$ cat src/rtl/sync_fifo_flagged_if.sv
// Handshake bundle between a producer/consumer and sync_fifo_flagged.
// The master side (host or SDRAM controller) drives requests, the slave
// side (the FIFO) returns data, occupancy and status flags.
interface sync_fifo_flagged_if #(
   parameter int WIDTH = 32,
   parameter int DEPTH = 16
);
   localparam int AW = $clog2(DEPTH);

   logic             Flush;
   logic             WriteEn;
   logic [WIDTH-1:0] WriteData;
   logic             ReadEn;
   logic [WIDTH-1:0] ReadData;
   logic             ReadValid;
   logic             FifoFullSign;
   logic             FifoEmptySign;
   logic             AlmostFull;
   logic             AlmostEmpty;
   logic [AW:0]      Count;
   logic             Overflow;
   logic             Underflow;

   modport master (
      output Flush, WriteEn, WriteData, ReadEn,
      input  ReadData, ReadValid, FifoFullSign, FifoEmptySign,
             AlmostFull, AlmostEmpty, Count, Overflow, Underflow
   );

   modport slave (
      input  Flush, WriteEn, WriteData, ReadEn,
      output ReadData, ReadValid, FifoFullSign, FifoEmptySign,
             AlmostFull, AlmostEmpty, Count, Overflow, Underflow
   );
endinterface

$ cat src/rtl/sync_fifo_flagged.sv
// Single-clock FIFO with occupancy count, programmable almost-full /
// almost-empty flags, sticky overflow/underflow, synchronous flush and
// a choice of first-word-fall-through or registered read.
// Pointers carry one extra wrap bit; memory is indexed by the low bits.
module sync_fifo_flagged #(
   parameter int WIDTH     = 32,
   parameter int DEPTH     = 16,
   parameter int AFULL_TH  = DEPTH - 4,
   parameter int AEMPTY_TH = 2,
   parameter int FWFT      = 1
) (
   input logic                 Clk,
   input logic                 Rest,
   sync_fifo_flagged_if.slave  Bus
);
   localparam int AW = $clog2(DEPTH);

   localparam logic [AW:0] ZeroCnt  = {(AW+1){1'b0}};
   localparam logic [AW:0] OneCnt   = {{AW{1'b0}}, 1'b1};
   localparam logic [AW:0] DepthCnt = (AW+1)'(DEPTH);
   localparam logic [AW:0] AfullTh  = (AW+1)'(AFULL_TH);
   localparam logic [AW:0] AemptyTh = (AW+1)'(AEMPTY_TH);

   logic [WIDTH-1:0] mem [DEPTH];
   logic [AW:0]      writePtr;
   logic [AW:0]      readPtr;
   logic [AW:0]      count;
   logic [AW:0]      countNext;
   logic             fullR;
   logic             emptyR;
   logic             afullR;
   logic             aemptyR;
   logic             overflowR;
   logic             underflowR;
   logic             wrAcc;
   logic             rdAcc;

   // Accept decisions use the registered flags, i.e. the state before the edge.
   assign wrAcc = Bus.WriteEn & ~fullR  & ~Bus.Flush;
   assign rdAcc = Bus.ReadEn  & ~emptyR & ~Bus.Flush;

   // Next occupancy; reset and flush both empty the FIFO.
   always_comb begin
      countNext = count;
      if (Rest || Bus.Flush) begin
         countNext = ZeroCnt;
      end else begin
         case ({wrAcc, rdAcc})
            2'b10:   countNext = count + OneCnt;
            2'b01:   countNext = count - OneCnt;
            default: countNext = count;
         endcase
      end
   end

   // Count and level flags, all derived from the next count so they agree.
   always_ff @(posedge Clk) begin
      count   <= countNext;
      fullR   <= (countNext == DepthCnt);
      emptyR  <= (countNext == ZeroCnt);
      afullR  <= (countNext >= AfullTh);
      aemptyR <= (countNext <= AemptyTh);
   end

   // Read and write pointers, advanced only on accepted transfers.
   always_ff @(posedge Clk) begin
      if (Rest || Bus.Flush) begin
         writePtr <= ZeroCnt;
         readPtr  <= ZeroCnt;
      end else begin
         if (wrAcc) begin
            writePtr <= writePtr + OneCnt;
         end
         if (rdAcc) begin
            readPtr <= readPtr + OneCnt;
         end
      end
   end

   // Sticky error flags, cleared only by reset or flush.
   always_ff @(posedge Clk) begin
      if (Rest || Bus.Flush) begin
         overflowR  <= 1'b0;
         underflowR <= 1'b0;
      end else begin
         if (Bus.WriteEn && fullR) begin
            overflowR <= 1'b1;
         end
         if (Bus.ReadEn && emptyR) begin
            underflowR <= 1'b1;
         end
      end
   end

   // Storage array; only accepted writes touch it, and it is never cleared.
   always_ff @(posedge Clk) begin
      if (wrAcc && !Rest) begin
         mem[writePtr[AW-1:0]] <= Bus.WriteData;
      end
   end

   generate
      if (FWFT != 0) begin : gFwft
         // Head entry is shown directly; valid whenever the FIFO holds data.
         assign Bus.ReadData  = mem[readPtr[AW-1:0]];
         assign Bus.ReadValid = ~emptyR;
      end else begin : gRegRead
         logic [WIDTH-1:0] readDataR;
         logic             readValidR;

         // Registered read: data lands one cycle after an accepted pop.
         always_ff @(posedge Clk) begin
            if (Rest) begin
               readDataR  <= {WIDTH{1'b0}};
               readValidR <= 1'b0;
            end else if (Bus.Flush) begin
               readValidR <= 1'b0;
            end else if (rdAcc) begin
               readDataR  <= mem[readPtr[AW-1:0]];
               readValidR <= 1'b1;
            end else begin
               readValidR <= 1'b0;
            end
         end

         assign Bus.ReadData  = readDataR;
         assign Bus.ReadValid = readValidR;
      end
   endgenerate

   assign Bus.Count         = count;
   assign Bus.FifoFullSign  = fullR;
   assign Bus.FifoEmptySign = emptyR;
   assign Bus.AlmostFull    = afullR;
   assign Bus.AlmostEmpty   = aemptyR;
   assign Bus.Overflow      = overflowR;
   assign Bus.Underflow     = underflowR;
endmodule

$ cat src/flat_wrapper.sv
// flat-port wrapper written by rule: the top's interface ports become plain ports
module sync_fifo_flagged_flat 
#(
   parameter int WIDTH     = 32,
   parameter int DEPTH     = 16,
   parameter int AFULL_TH  = DEPTH - 4,
   parameter int AEMPTY_TH = 2,
   parameter int FWFT      = 1
)
  (Clk, Rest, Bus_Flush, Bus_WriteEn, Bus_WriteData, Bus_ReadEn, Bus_ReadData, Bus_ReadValid, Bus_FifoFullSign, Bus_FifoEmptySign, Bus_AlmostFull, Bus_AlmostEmpty, Bus_Count, Bus_Overflow, Bus_Underflow);
  sync_fifo_flagged_if #(.WIDTH(WIDTH), .DEPTH(DEPTH)) Bus_i ();
  input logic Clk;
  input logic Rest;
  input wire logic [$bits(Bus_i.Flush)-1:0] Bus_Flush;
  input wire logic [$bits(Bus_i.WriteEn)-1:0] Bus_WriteEn;
  input wire logic [$bits(Bus_i.WriteData)-1:0] Bus_WriteData;
  input wire logic [$bits(Bus_i.ReadEn)-1:0] Bus_ReadEn;
  output wire logic [$bits(Bus_i.ReadData)-1:0] Bus_ReadData;
  output wire logic [$bits(Bus_i.ReadValid)-1:0] Bus_ReadValid;
  output wire logic [$bits(Bus_i.FifoFullSign)-1:0] Bus_FifoFullSign;
  output wire logic [$bits(Bus_i.FifoEmptySign)-1:0] Bus_FifoEmptySign;
  output wire logic [$bits(Bus_i.AlmostFull)-1:0] Bus_AlmostFull;
  output wire logic [$bits(Bus_i.AlmostEmpty)-1:0] Bus_AlmostEmpty;
  output wire logic [$bits(Bus_i.Count)-1:0] Bus_Count;
  output wire logic [$bits(Bus_i.Overflow)-1:0] Bus_Overflow;
  output wire logic [$bits(Bus_i.Underflow)-1:0] Bus_Underflow;
  assign Bus_i.Flush = Bus_Flush;
  assign Bus_i.WriteEn = Bus_WriteEn;
  assign Bus_i.WriteData = Bus_WriteData;
  assign Bus_i.ReadEn = Bus_ReadEn;
  assign Bus_ReadData = Bus_i.ReadData;
  assign Bus_ReadValid = Bus_i.ReadValid;
  assign Bus_FifoFullSign = Bus_i.FifoFullSign;
  assign Bus_FifoEmptySign = Bus_i.FifoEmptySign;
  assign Bus_AlmostFull = Bus_i.AlmostFull;
  assign Bus_AlmostEmpty = Bus_i.AlmostEmpty;
  assign Bus_Count = Bus_i.Count;
  assign Bus_Overflow = Bus_i.Overflow;
  assign Bus_Underflow = Bus_i.Underflow;
  sync_fifo_flagged #(.WIDTH(WIDTH), .DEPTH(DEPTH), .AFULL_TH(AFULL_TH), .AEMPTY_TH(AEMPTY_TH), .FWFT(FWFT)) u_core (.Clk(Clk), .Rest(Rest), .Bus(Bus_i));
endmodule
$ cat config.mk
export PLATFORM = sky130hd
export DESIGN_NAME = sync_fifo_flagged_flat
export DESIGN_NICKNAME = d
export VERILOG_FILES = /design/src/rtl/sync_fifo_flagged_if.sv /design/src/rtl/sync_fifo_flagged.sv /design/src/flat_wrapper.sv
export SDC_FILE = /design/constraint.sdc
export NUM_CORES = 1
export LEC_CHECK = 0
export ABC_AREA = 1
export CORE_MARGIN = 2
export CORE_UTILIZATION = 55
export DETAILED_ROUTE_END_ITERATION = 12
export HOLD_SLACK_MARGIN = 0.06
export PLACE_DENSITY = 0.75
export REMOVE_ABC_BUFFERS = 1
export SLEW_MARGIN = 20
export SYNTH_ARGS = -nofsm -noshare
export SYNTH_HDL_FRONTEND = slang
export SYNTH_SLANG_ARGS = --single-unit
$ cat constraint.sdc
create_clock -name Clk -period 2.9 [get_ports Clk]
set_input_delay 0.58 -clock Clk [delete_from_list [all_inputs] [get_ports Clk]]
set_output_delay 0.58 -clock Clk [all_outputs]
set_load 0.01 [all_outputs]
# Yosys cells after proc, flatten, opt, wreduce, memory -nomap -nowiden
# Memory sizes are Yosys's and may differ from the RTL's. A register that Yosys moved wholly into a read port is not among the register bits.
# Index checks and enable logic that the tools add are counted.
# word_totals
reg_bits,21
ram_bits,512
input_bits,37
wordCells,38
memories,1
# mem_list
memory,words,word_bits,rd,rd_ports_with_merged_regs,wr,line_no,text
u_core.mem,16,32,1,1,1,sync_fifo_flagged.sv:24,logic [WIDTH-1:0] mem [DEPTH];
# op_classes
addsub,4
n_lt_le_gt_ge,2
eq_ne,3
mux,6
n_bitwise,7
reduce_logical,6
# op_table
operator,n
$add 5x1->5 const B,3
$pmux 5 s2,1
$mux 4,2
$eq 5x5->1 const B,1
$ge 5x4->1 const B,1
$le 5x2->1 const B,1
$logic_not 5->1,1
$mux 5,1
$sub 5x1->5 const B,1
$and 1x1->1,4
$logic_and 1x1->1,3
$not 1->1,3
$eq 2x1->1 const B,1
$eq 2x2->1 const B,1
$mux 1,2
$logic_not 1->1,1
$logic_or 1x1->1,1

# Depth between registers and ports, before layout
# Gate-level depths: netlist of run 1.
# logic_depth
word_depth,7
depth_mapped,17
depth_no_buf,17

# Worst setup path after synthesis of run 1
# No wires, ideal clock.
# synth_path
path_kind,input-to-reg
from,input port Bus_Flush
to,memory u_core.mem[0][0] (enable)
arrival_time_ns,2.655
t_required_ns,2.479
path_slack_ns,-0.176
stages,5
cell_sequence,nor2_1 > inv_2 > nor2_1 > nand2_1 > nor2_1
# synth_via
elab_chain_cells,5
# synth_lines
item,line_no,text
start: declaration,flat_wrapper.sv:14,input wire logic [$bits(Bus_i.Flush)-1:0] Bus_Flush;
$not 1->1,sync_fifo_flagged.sv:39,assign wrAcc = Bus.WriteEn & ~fullR & ~Bus.Flush;
$and 1x1->1,sync_fifo_flagged.sv:39,
$logic_and 1x1->1,sync_fifo_flagged.sv:97,if (wrAcc && !Rest) begin
$mux 1,sync_fifo_flagged.sv:97,
$mux 1 (not written as such),sync_fifo_flagged.sv:98,mem[writePtr[AW-1:0]] <= Bus.WriteData;
end: declaration,sync_fifo_flagged.sv:24,
# No other way between the ends.

==> metrics.txt, run 1 <==
Fin. Hold Viols=0; I/O Buffers=80; hold slack=0.4368 ns; commonest non-fill, non-tap cell in the layout=edfxtp_1; Switching Share=about a fifth; Static Leakage=~8.6 nW; Register Area=between 15000 and 20000 um^2; Final Cycle Share=103.4%; P_int=roughly 13 mW; Post-DP Area=23240 um^2; clock slew at reported path FFs=0.06 ns; Critical Path AT=2.42 ns; Syn. warnings=0; Layout fillers=2407; CTS Buf Count=slightly above 50; first-pass GRT wire length=roughly 83 mm; insertion delay to the later sink of the worst-skew pair=0.59 ns; Critical Path Slowest Stage Cell=dfxtp_4; Tmin final=~3 ns; Power Total=15.98 mW; area grow syn2layout=22.93%; share of power burned in registers=53.3%; pin count of the biggest net entering global routing=52; GRT Util Overall=28.19%; CP max FO=8; Seq cells post-synth=535; Rows=approximately 70; DR iter-0 viols=1626; Tightest Pin Transition=roughly 0.65 ns; syn_area_per_cell=roughly 13 um^2; CTS root buf=clkbuf_16; Worst VDD drop=roughly 0.46 mV; die width=200.0 um; CTS tree=built; PD cells=about 620 nW/um^2; failing checks=setup timing; Routed Antenna Nets=0; Post-Syn Area=around 21000 um^2; antenna violations before repair=1; Core Region=around 38000 um^2; pre-CTS WS=about 0.075 ns; global route overflow=0; Worst setup SP type=flop; combinational power share=5.4%; Finished Core Util=between 60% and 70%; starting density of the core=55.95%; wire per inst=between 20 and 25 um; dpl cells=2203; RSZ-0062 raised after global routing=yes; footprint of the multi-input gates=4976 um^2; Vias/cell=6.161; register area share after synthesis=roughly three quarters; worst setup path class=reg2out; Pins Over Slew Limit=0; DIE AREA=around 40000 um^2; CTS sink cnt=between 500 and 600; I/O pins=slightly above 80; most frequent cells in the layout=512 x edfxtp_1, 373 x nor2_1, 179 x o21ai_0; final cell count without fillers=around 2300; final worst slack=-0.09979 ns; layout cell share with drive strength beyond 1=approximately 15%; setup violators final=8; drt total wl=about 56 mm; Pre-antenna DRT Iters=5; Hold Crit Class=reg2reg; Die Span Y=200.0 um; vias in the first global route=approximately 14000; Max stage delay on crit path=0.35 ns; max-cap viol count=0; Netlist cell types=25; Sw Pwr=roughly 3.3 mW; max_slew headroom=a little under three fifths; post-route cell area=around 26000 um^2; crit path cell chain=buf_12 > inv_16 > buf_16 > buf_8 > buf_16 > nor2_1 > nor2_1 > o21ai_1 > o211ai_1 > nand3_1 > nand2_1 > buf_2; Final GP Congestion=slightly above 0.8; Clock Path Buffers=3; Critical Path RT=2.32 ns; Nets=1842; Critical Path Sink Type=output port; CTS H-tree depth=2; via count=14470; outcome=finished, violations left; DP HPWL=~26 mm; # DRC=0; Fin Clk Skew=0.01323 ns; setup TNS=-0.2218 ns; Post-Synthesis Cells=1652; Clock Power Share=about two fifths; Max Fclk=~0.33 GHz
## cell families (layout without fill, tap and decap cells)
logic type	Yosys count	after routing	synth area share (%)
buffers and inverters	136	321	2.766
other	0	1	0
and+or+nand+nor	549	549	10.16
AOI/OAI and AO/OA	422	422	11.55
DFF	535	535	74.96
xor gates and xnor gates	2	2	0.08294
adders and majority gates	8	8	0.4739
## what timing repair did
| item | CTS | global route |
|---|---|---|
| buffers inserted | 25 | 7 |
| hold buffers | 0 | 0 |
| pin swaps | 36 | 36 |
| gates resized for setup | 166 | 58 |
| gates cloned | 18 | 5 |
| endpoints found under the setup margin | 32 | 31 |
## critical path, delay by kind of cell (launching register included)
| family | cells | cell delay, ns |
|---|---|---|
| DFF | 1 | 0.35 |
| AOI/OAI and AO/OA | 2 | 0.26 |
| buffers and inverters | 6 | 0.76 |
| and+or+nand+nor | 4 | 0.44 |
## path summary, 6_finish.rpt
check	from	end	slack, ns	cells past startpoint
setup / recovery	flop	Bus_ReadData[11]	-0.1	12
hold / removal	u_core.readPtr[3]$_SDFFE_PP0N_	flop	0.44	1
setup reg to reg	u_core.Bus.FifoEmptySign$_DFF_P_	u_core.Bus.FifoEmptySign$_DFF_P_	0.73	12
hold reg to reg	u_core.readPtr[3]$_SDFFE_PP0N_	flop	0.44	1
## routing by layer
metal	part of all wire [%]	GRT usage (%)	vias to the layer above	wire [um]
met3	10	4.721	119	5826
met4	2.8	10.73	0	1549
li1	-	-	6346	-
met5	0	0	-	0
met2	49	45.99	893	27410
met1	38	38.49	7115	21420
## layout make-up
cell class / count / area share, %
inverters: 31 / 0.5156
multi-input cells: 981 / 19.16
clock inverters: 27 / 1.031
clock buffers: 66 / 5.295
repair inverters: 2 / 0.07709
flip-flops and latches: 535 / 61.03
well taps: 511 / 2.462
diodes: 1 / 0.009637
repair buffers: 195 / 10.42
## cell usage after synthesis
| cell type | instances | area share (%) |
|---|---|---|
| a31oi_1 | 1 | 0.030 |
| o21ai_0 | 208 | 4.9 |
| clkbuf_1 | 46 | 0.82 |
| buf_4 | 6 | 0.21 |
| and3_1 | 1 | 0.030 |
| inv_1 | 29 | 0.52 |
| edfxtp_1 | 512 | 73 |
| or2_2 | 2 | 0.059 |
| dfxtp_1 | 23 | 2.2 |
| nand2_1 | 69 | 1.2 |
| nand3_1 | 56 | 1.3 |
| o211ai_1 | 128 | 4.5 |
| inv_2 | 2 | 0.036 |
| nor3b_1 | 1 | 0.036 |
| buf_6 | 2 | 0.11 |
| buf_2 | 29 | 0.69 |
| a21boi_2 | 1 | 0.053 |
| nor4_1 | 1 | 0.030 |
| o21ai_1 | 74 | 1.8 |
| nor2_1 | 417 | 7.4 |
| ha_1 | 8 | 0.47 |
| buf_1 | 22 | 0.39 |
| nor3_1 | 2 | 0.047 |
| xor2_1 | 2 | 0.083 |
| a21oi_1 | 10 | 0.24 |
## sequential cells by signal (all words and copies together) (netlist names), named ones only
signal,cells
u_core.Bus.Overflow,1
u_core.writePtr,4
u_core.Bus.Count,5
u_core.Bus.FifoEmptySign,1
u_core.readPtr,4
u_core.Bus.AlmostFull,1
u_core.Bus.Underflow,1
u_core.mem,512
u_core.Bus.AlmostEmpty,1
u_core.Bus.FifoFullSign,1
## power by group through the flow
stage	logic (mW)	registers [mW]	clock network, mW
after detailed placement	0.677	8.68	0
after global placement	0.657	8.67	0
after floorplan	0.278	8.71	0
final	0.866	8.51	6.60
after global routing	0.932	8.51	6.93
after CTS	0.827	8.51	6.63
(Power assumes the default switching activity.)
==> run 2: changes to the inputs <==
CORE_ASPECT_RATIO = 0.6   (was not set)
CORE_MARGIN = not set   (was 2)
REMOVE_ABC_BUFFERS = not set   (was 1)
==> metrics.txt, run 2 (same netlist as run 1, synthesis figures left out) <==
setup violators final=0 (-8); Rows=55 (-23%); R2R Path Start=u_core.Bus.FifoFullSign$_DFF_P_; Fin Clk Skew=0.01488 ns (+0.001643 ns); max reg flops=512 (unchanged); max_slew headroom=54.00% (-2.9 points); Vias/cell=6.131 (-0.50%); drt total wl=55.39 mm (-1.4%); Critical Path Sink Type=output port; DIE AREA=39220 um^2 (-1.9%); GRT busiest layer=met2; CP max FO=9 (+1); starting density of the core=55.91% (about the same); Static Leakage=8.361 nW (-2.8%); die width=255.0 um (+28%); Routed Antenna Nets=0 (unchanged); # DRC=0 (unchanged); area grow syn2layout=20.70%; CTS tree=built; insertion delay to the later sink of the worst-skew pair=0.56 ns (-0.03 ns); Final GP Congestion=0.8433 (+4.2%); DP HPWL=26.95 mm (+2.0%); Worst VDD drop=0.3971 mV (-13%); footprint of the multi-input gates=4920 um^2 (-1.1%); layout cell share with drive strength beyond 1=13.29% (-1.9 points); DR iter-0 viols=1908 (+17%); most frequent cells in the layout=512 x edfxtp_1, 382 x nor2_1, 187 x o21ai_0; global route overflow=0 (unchanged); Pre-antenna DRT Iters=5 (unchanged); antenna violations before repair=1 (unchanged); clock slew at reported path FFs=0.07 ns (about the same); first-pass GRT wire length=80.41 mm (-3.6%); Max Fclk=0.3515 GHz (+5.4%); met1 Track Usage GR=40.53% (+2.0 points); Layout fillers=2510 (+4.3%); Register Area=15850 um^2 (unchanged); Final Cycle Share=98.11% (-5.3 points); vias in the first global route=13280 (-7.7%); commonest non-fill, non-tap cell in the layout=edfxtp_1; Die Span Y=153.8 um (-23%); outcome=finished clean; met2 usage=42.57% (-3.4 points); Pins Over Slew Limit=0 (unchanged); Tmin final=2.845 ns (-0.1547 ns); wire per inst=23.80 um (-0.51%); CP endpoint=Bus_ReadData[5]; RSZ-0062 raised after global routing=yes; GRT Util Overall=27.72% (-0.46 points); r2r worst-path depth=11 (-1); Mapped Nets=about 1700; Post-CTS Hold Fix Bufs=0 (unchanged); Critical Path RT=2.32 ns (about the same); Tightest Pin Transition=0.6878 ns (+0.04133 ns); Hold Crit Class=reg2reg; Worst setup SP type=flop; CTS H-tree depth=2 (unchanged); I/O Buffers=80 (unchanged); max-cap viol count=0 (unchanged); CTS Buf Count=46 (-9.8%); r2r setup slk=0.71 ns (-0.02 ns); PD cells=591.3 nW/um^2 (-3.9%); worst setup path class=reg2out; M3 GR Usage=5.062% (+0.34 points); Clock Path Buffers=3 (unchanged); Nets=1828 (-0.76%); CTS sink cnt=535 (unchanged); via count=14270 (-1.4%); Fin. Hold Viols=0 (unchanged); Core Region=37780 um^2 (about the same); pin count of the biggest net entering global routing=66 (+27%); dpl cells=2202 (-0.045%); CTS root buf=clkbuf_16; RR Endpoint=u_core.Bus.FifoFullSign$_DFF_P_; Critical Path AT=2.27 ns (-0.15 ns); Power Total=15.07 mW (-5.7%); I/O pins=81 (unchanged); final cell count without fillers=2327 (-0.94%)
## run 2: critical path: stages, from the launching register on
cell and delay, ns:
dfxtp_4 0.45, inv_12 0.07, buf_12 0.15, buf_16 0.15, buf_12 0.14, nor2_4 0.08
nor2_2 0.04, o21ai_1 0.09, o21ai_1 0.08, o211ai_1 0.20, nand2_1 0.10, buf_2 0.15
## run 2: layout make-up
class	instances	area share (%)
Antenna cell	1	0.009815
Clock buffer	63	5.045
Clock inverter	15	0.2994
Inverter	31	0.5153
Multi-Input combinational cell	981	19.30
Sequential cell	535	62.16
Tap cell	513	2.518
Timing Repair Buffer	187	10.12
Timing Repair inverter	1	0.03435
## run 2: power by group
part           internal (mW)  total [mW]  switching [mW]
registers               8.49        8.51          0.0219
logic                  0.326       0.816           0.489
clock network           3.09        5.75            2.66
## run 2: stage by stage
stage,utilization [%],hold WS [ns],setup WS (ns),area (um^2),setup TNS [ns]
floorplan,-,0.4118,-0.1764,21120,-90.32
global placement,61.35,0.4162,0.04689,23180,0
detailed placement,61.35,0.4509,-0.002665,23180,-0.002665
CTS,66.52,0.4594,-0.1741,25130,-0.3595
global route,67.48,0.4742,-0.06497,25500,-0.2122
finish,67.48,0.4810,0.05490,25500,0
## run 2: what timing repair did
item                                    4_1_cts  5_1_grt
endpoints found under the setup margin       32       29
gates resized for setup                      74      105
cloned                                       14        9
pin swaps                                     5       33
setup buffers                                12       12
## run 2: how the worst min path moves through the flow
stage,endpoint,cells past startpoint,startpoint
6_report,flop,1,u_core.readPtr[3]$_SDFFE_PP0N_
5_1_grt,flop,1,u_core.readPtr[3]$_SDFFE_PP0N_
4_1_cts,flop,1,u_core.readPtr[3]$_SDFFE_PP0N_
3_5_place_dp,flop,1,u_core.readPtr[3]$_SDFFE_PP0N_
3_3_place_gp,flop,1,u_core.readPtr[3]$_SDFFE_PP0N_
2_1_floorplan,flop,1,u_core.readPtr[3]$_SDFFE_PP0N_
## run 2: routing by layer
layer,up-vias,part of all wire [%]
met2,846,47
met1,7027,41
met5,-,0
li1,6297,-
met3,96,10
met4,0,2.5
==> run 3: changes to the inputs <==
CORE_UTILIZATION = 47   (was 55)
PLACE_DENSITY = 0.66   (was 0.75)
==> metrics.txt, run 3 (same netlist as run 1, synthesis figures left out) <==
outcome=finished, violations left; failing checks=setup timing; via count=13910 (-2.5%); most frequent CP cell=o211ai_1; met2 usage=36.23% (-6.3 points); PD cells=605.6 nW/um^2 (+2.4%); Critical Path AT=2.49 ns (+0.22 ns); Rows=59 (+7.3%); Hold Crit Class=reg2reg; Max stage delay on crit path=0.55 ns (+0.10 ns); setup TNS=-0.4393 ns (-0.4393 ns); I/O Buffers=80 (unchanged); Clock Path Buffers=3 (unchanged); Vias/cell=5.843 (-4.7%); most frequent cells in the layout=512 x edfxtp_1, 391 x nor2_1, 191 x o21ai_0; antenna violations before repair=1 (unchanged); Max Fclk=0.3253 GHz (-7.5%); Finished Core Util=58.12% (-9.4 points); commonest non-fill, non-tap cell in the layout=edfxtp_1; Core Region=43850 um^2 (+16%); met1 Track Usage GR=37.37% (-3.2 points); Post-CTS Hold Fix Bufs=0 (unchanged); insertion delay to the later sink of the worst-skew pair=0.58 ns (+0.02 ns); CP top delay family=buffers and inverters; max reg flops=512 (unchanged); worst setup path class=reg2out; Switching Share=21.05% (+0.029 points); GRT Util Overall=24.30% (-3.4 points); max-cap viol count=0 (unchanged); Critical Path RT=2.32 ns (about the same); Die Span Y=166.2 um (+8.1%); CTS sink cnt=535 (unchanged); final worst slack=-0.1743 ns (-0.2292 ns); CP max FO=27 (+18); area grow syn2layout=20.65% (about the same); setup violators final=7 (+7); RSZ-0062 raised after global routing=yes; DIE AREA=45820 um^2 (+17%); share of power burned in registers=55.1% (-1.4 points); CTS Buf Count=47 (+2.2%); Tmin final=3.074 ns (+0.2292 ns); Mapped Nets=1697 (unchanged); layout cell share with drive strength beyond 1=12.38% (-0.91 points); Power Total=15.44 mW (+2.4%); final cell count without fillers=2381 (+2.3%); Fin. Hold Viols=0 (unchanged); CTS tree=built; M3 GR Usage=4.164% (-0.90 points); Worst VDD drop=0.4810 mV (+21%); clock slew at reported path FFs=0.07 ns (about the same); Worst setup SP type=flop; Final GP Congestion=0.8350 (-0.98%); first-pass GRT wire length=83.27 mm (+3.6%); Pins Over Slew Limit=0 (unchanged); dpl cells=2270 (+3.1%); starting density of the core=48.17% (-7.7 points); Sw Pwr=3.249 mW (+2.5%); Nets=1817 (-0.60%); vias in the first global route=13330 (+0.38%); Critical Path Sink Type=output port; DR iter-0 viols=1802 (-5.6%); die width=275.7 um (+8.1%); Fin Clk Skew=0.02214 ns (+0.007263 ns); crit path cell chain=buf_12 > bufbuf_16 > o21ai_0 > o211ai_1 > o211ai_1 > nand2_1 > clkdlybuf4s50_1; wire per inst=23.42 um (-1.6%); Layout fillers=3391 (+35%); hold slack=0.4382 ns (-0.04276 ns); pin count of the biggest net entering global routing=64 (-3.0%); max_slew headroom=55.16% (+1.2 points); Clock Power Share=39.5% (+1.4 points); Routed Antenna Nets=0 (unchanged); CP bufs+invs=3 (-2); combinational power share=5.3% (about the same); footprint of the multi-input gates=4852 um^2 (-1.4%); GRT busiest layer=met1; CTS H-tree depth=2 (unchanged); Final Cycle Share=106.0% (+7.9 points); CTS root buf=clkbuf_16; DP HPWL=28.66 mm (+6.4%); global route overflow=0 (unchanged); P_int=12.19 mW (+2.4%); Pre-antenna DRT Iters=5 (unchanged); drt total wl=55.75 mm (+0.65%); Register Area=15850 um^2 (unchanged); I/O pins=81 (unchanged); Tightest Pin Transition=0.6706 ns (-0.01724 ns); # DRC=0 (unchanged); Static Leakage=8.349 nW (-0.14%); Critical Path Slowest Stage Cell=clkdlybuf4s50_1
run 3: cell count changes in the layout (fill, tap and decap cells not counted), moves of 5 or more:
cell,previous run,this run
buf_4,33,24
nor2_1,382,391
buf_12,34,43
buf_2,3,10
nor2_4,21,16
buf_6,7,2
dlygate4sd2_1,6,0
run 3: final timing paths:
| kind | cells past startpoint | end | slack (ns) | start |
|---|---|---|---|---|
| max | 7 | Bus_ReadData[16] | -0.17 | flop |
| min | 1 | flop | 0.44 | u_core.readPtr[3]$_SDFFE_PP0N_ |
| max reg2reg | 12 | u_core.Bus.FifoEmptySign$_DFF_P_ | 0.77 | u_core.Bus.FifoEmptySign$_DFF_P_ |
| min reg2reg | 1 | flop | 0.44 | u_core.readPtr[3]$_SDFFE_PP0N_ |
run 3: layout make-up:
| class | count | share of cell area, % |
|---|---|---|
| Clock inverter | 20 | 0.7462 |
| Antenna cell | 1 | 0.009818 |
| Timing Repair Buffer | 173 | 9.519 |
| Inverter | 31 | 0.5596 |
| Multi-Input combinational cell | 981 | 19.04 |
| Tap cell | 579 | 2.842 |
| Sequential cell | 535 | 62.18 |
| Timing Repair inverter | 3 | 0.1227 |
| Clock buffer | 58 | 4.983 |
run 3: timing repair:
| action | in CTS | in global routing |
|---|---|---|
| endpoints found under the setup margin | 32 | 31 |
| pin swaps | 14 | 26 |
| cloned | 15 | 4 |
| gates resized for setup | 87 | 65 |
| setup buffers | 4 | 10 |
run 3: power groups by stage:
stage,logic (mW),clock network (mW),registers (mW)
2_1_floorplan,0.319,0,8.68
3_3_place_gp,0.677,0,8.68
3_5_place_dp,0.689,0,8.68
4_1_cts,0.802,6.19,8.51
5_1_grt,0.892,6.49,8.51
6_report,0.823,6.10,8.51
run 3: worst reg2reg max path, cell delays in order (launching register included):
cell and delay, ns:
dfxtp_1 0.37, inv_1 0.07, nand2_1 0.12, nor2_1 0.08, buf_4 0.15, ha_1 0.39
inv_1 0.15, or2_2 0.30, nand2_1 0.11, nand2_1 0.06, nor2_1 0.10, nand2_1 0.08
nor2_1 0.09
run 3: through the flow:
step | area (um^2) | setup WS (ns)
detailed placement | 23380 | 0.09022
CTS | 25380 | -0.2491
floorplan | 21120 | -0.1764
global route | 25490 | -0.2701
global placement | 23380 | 0.1269
finish | 25490 | -0.1743
run 3: layer usage:
metal / share of wire (%) / routed length [um]
met2: 45 / 25300
met1: 44 / 24790
met4: 1.5 / 836
met5: 0 / 0
met3: 8.6 / 4822
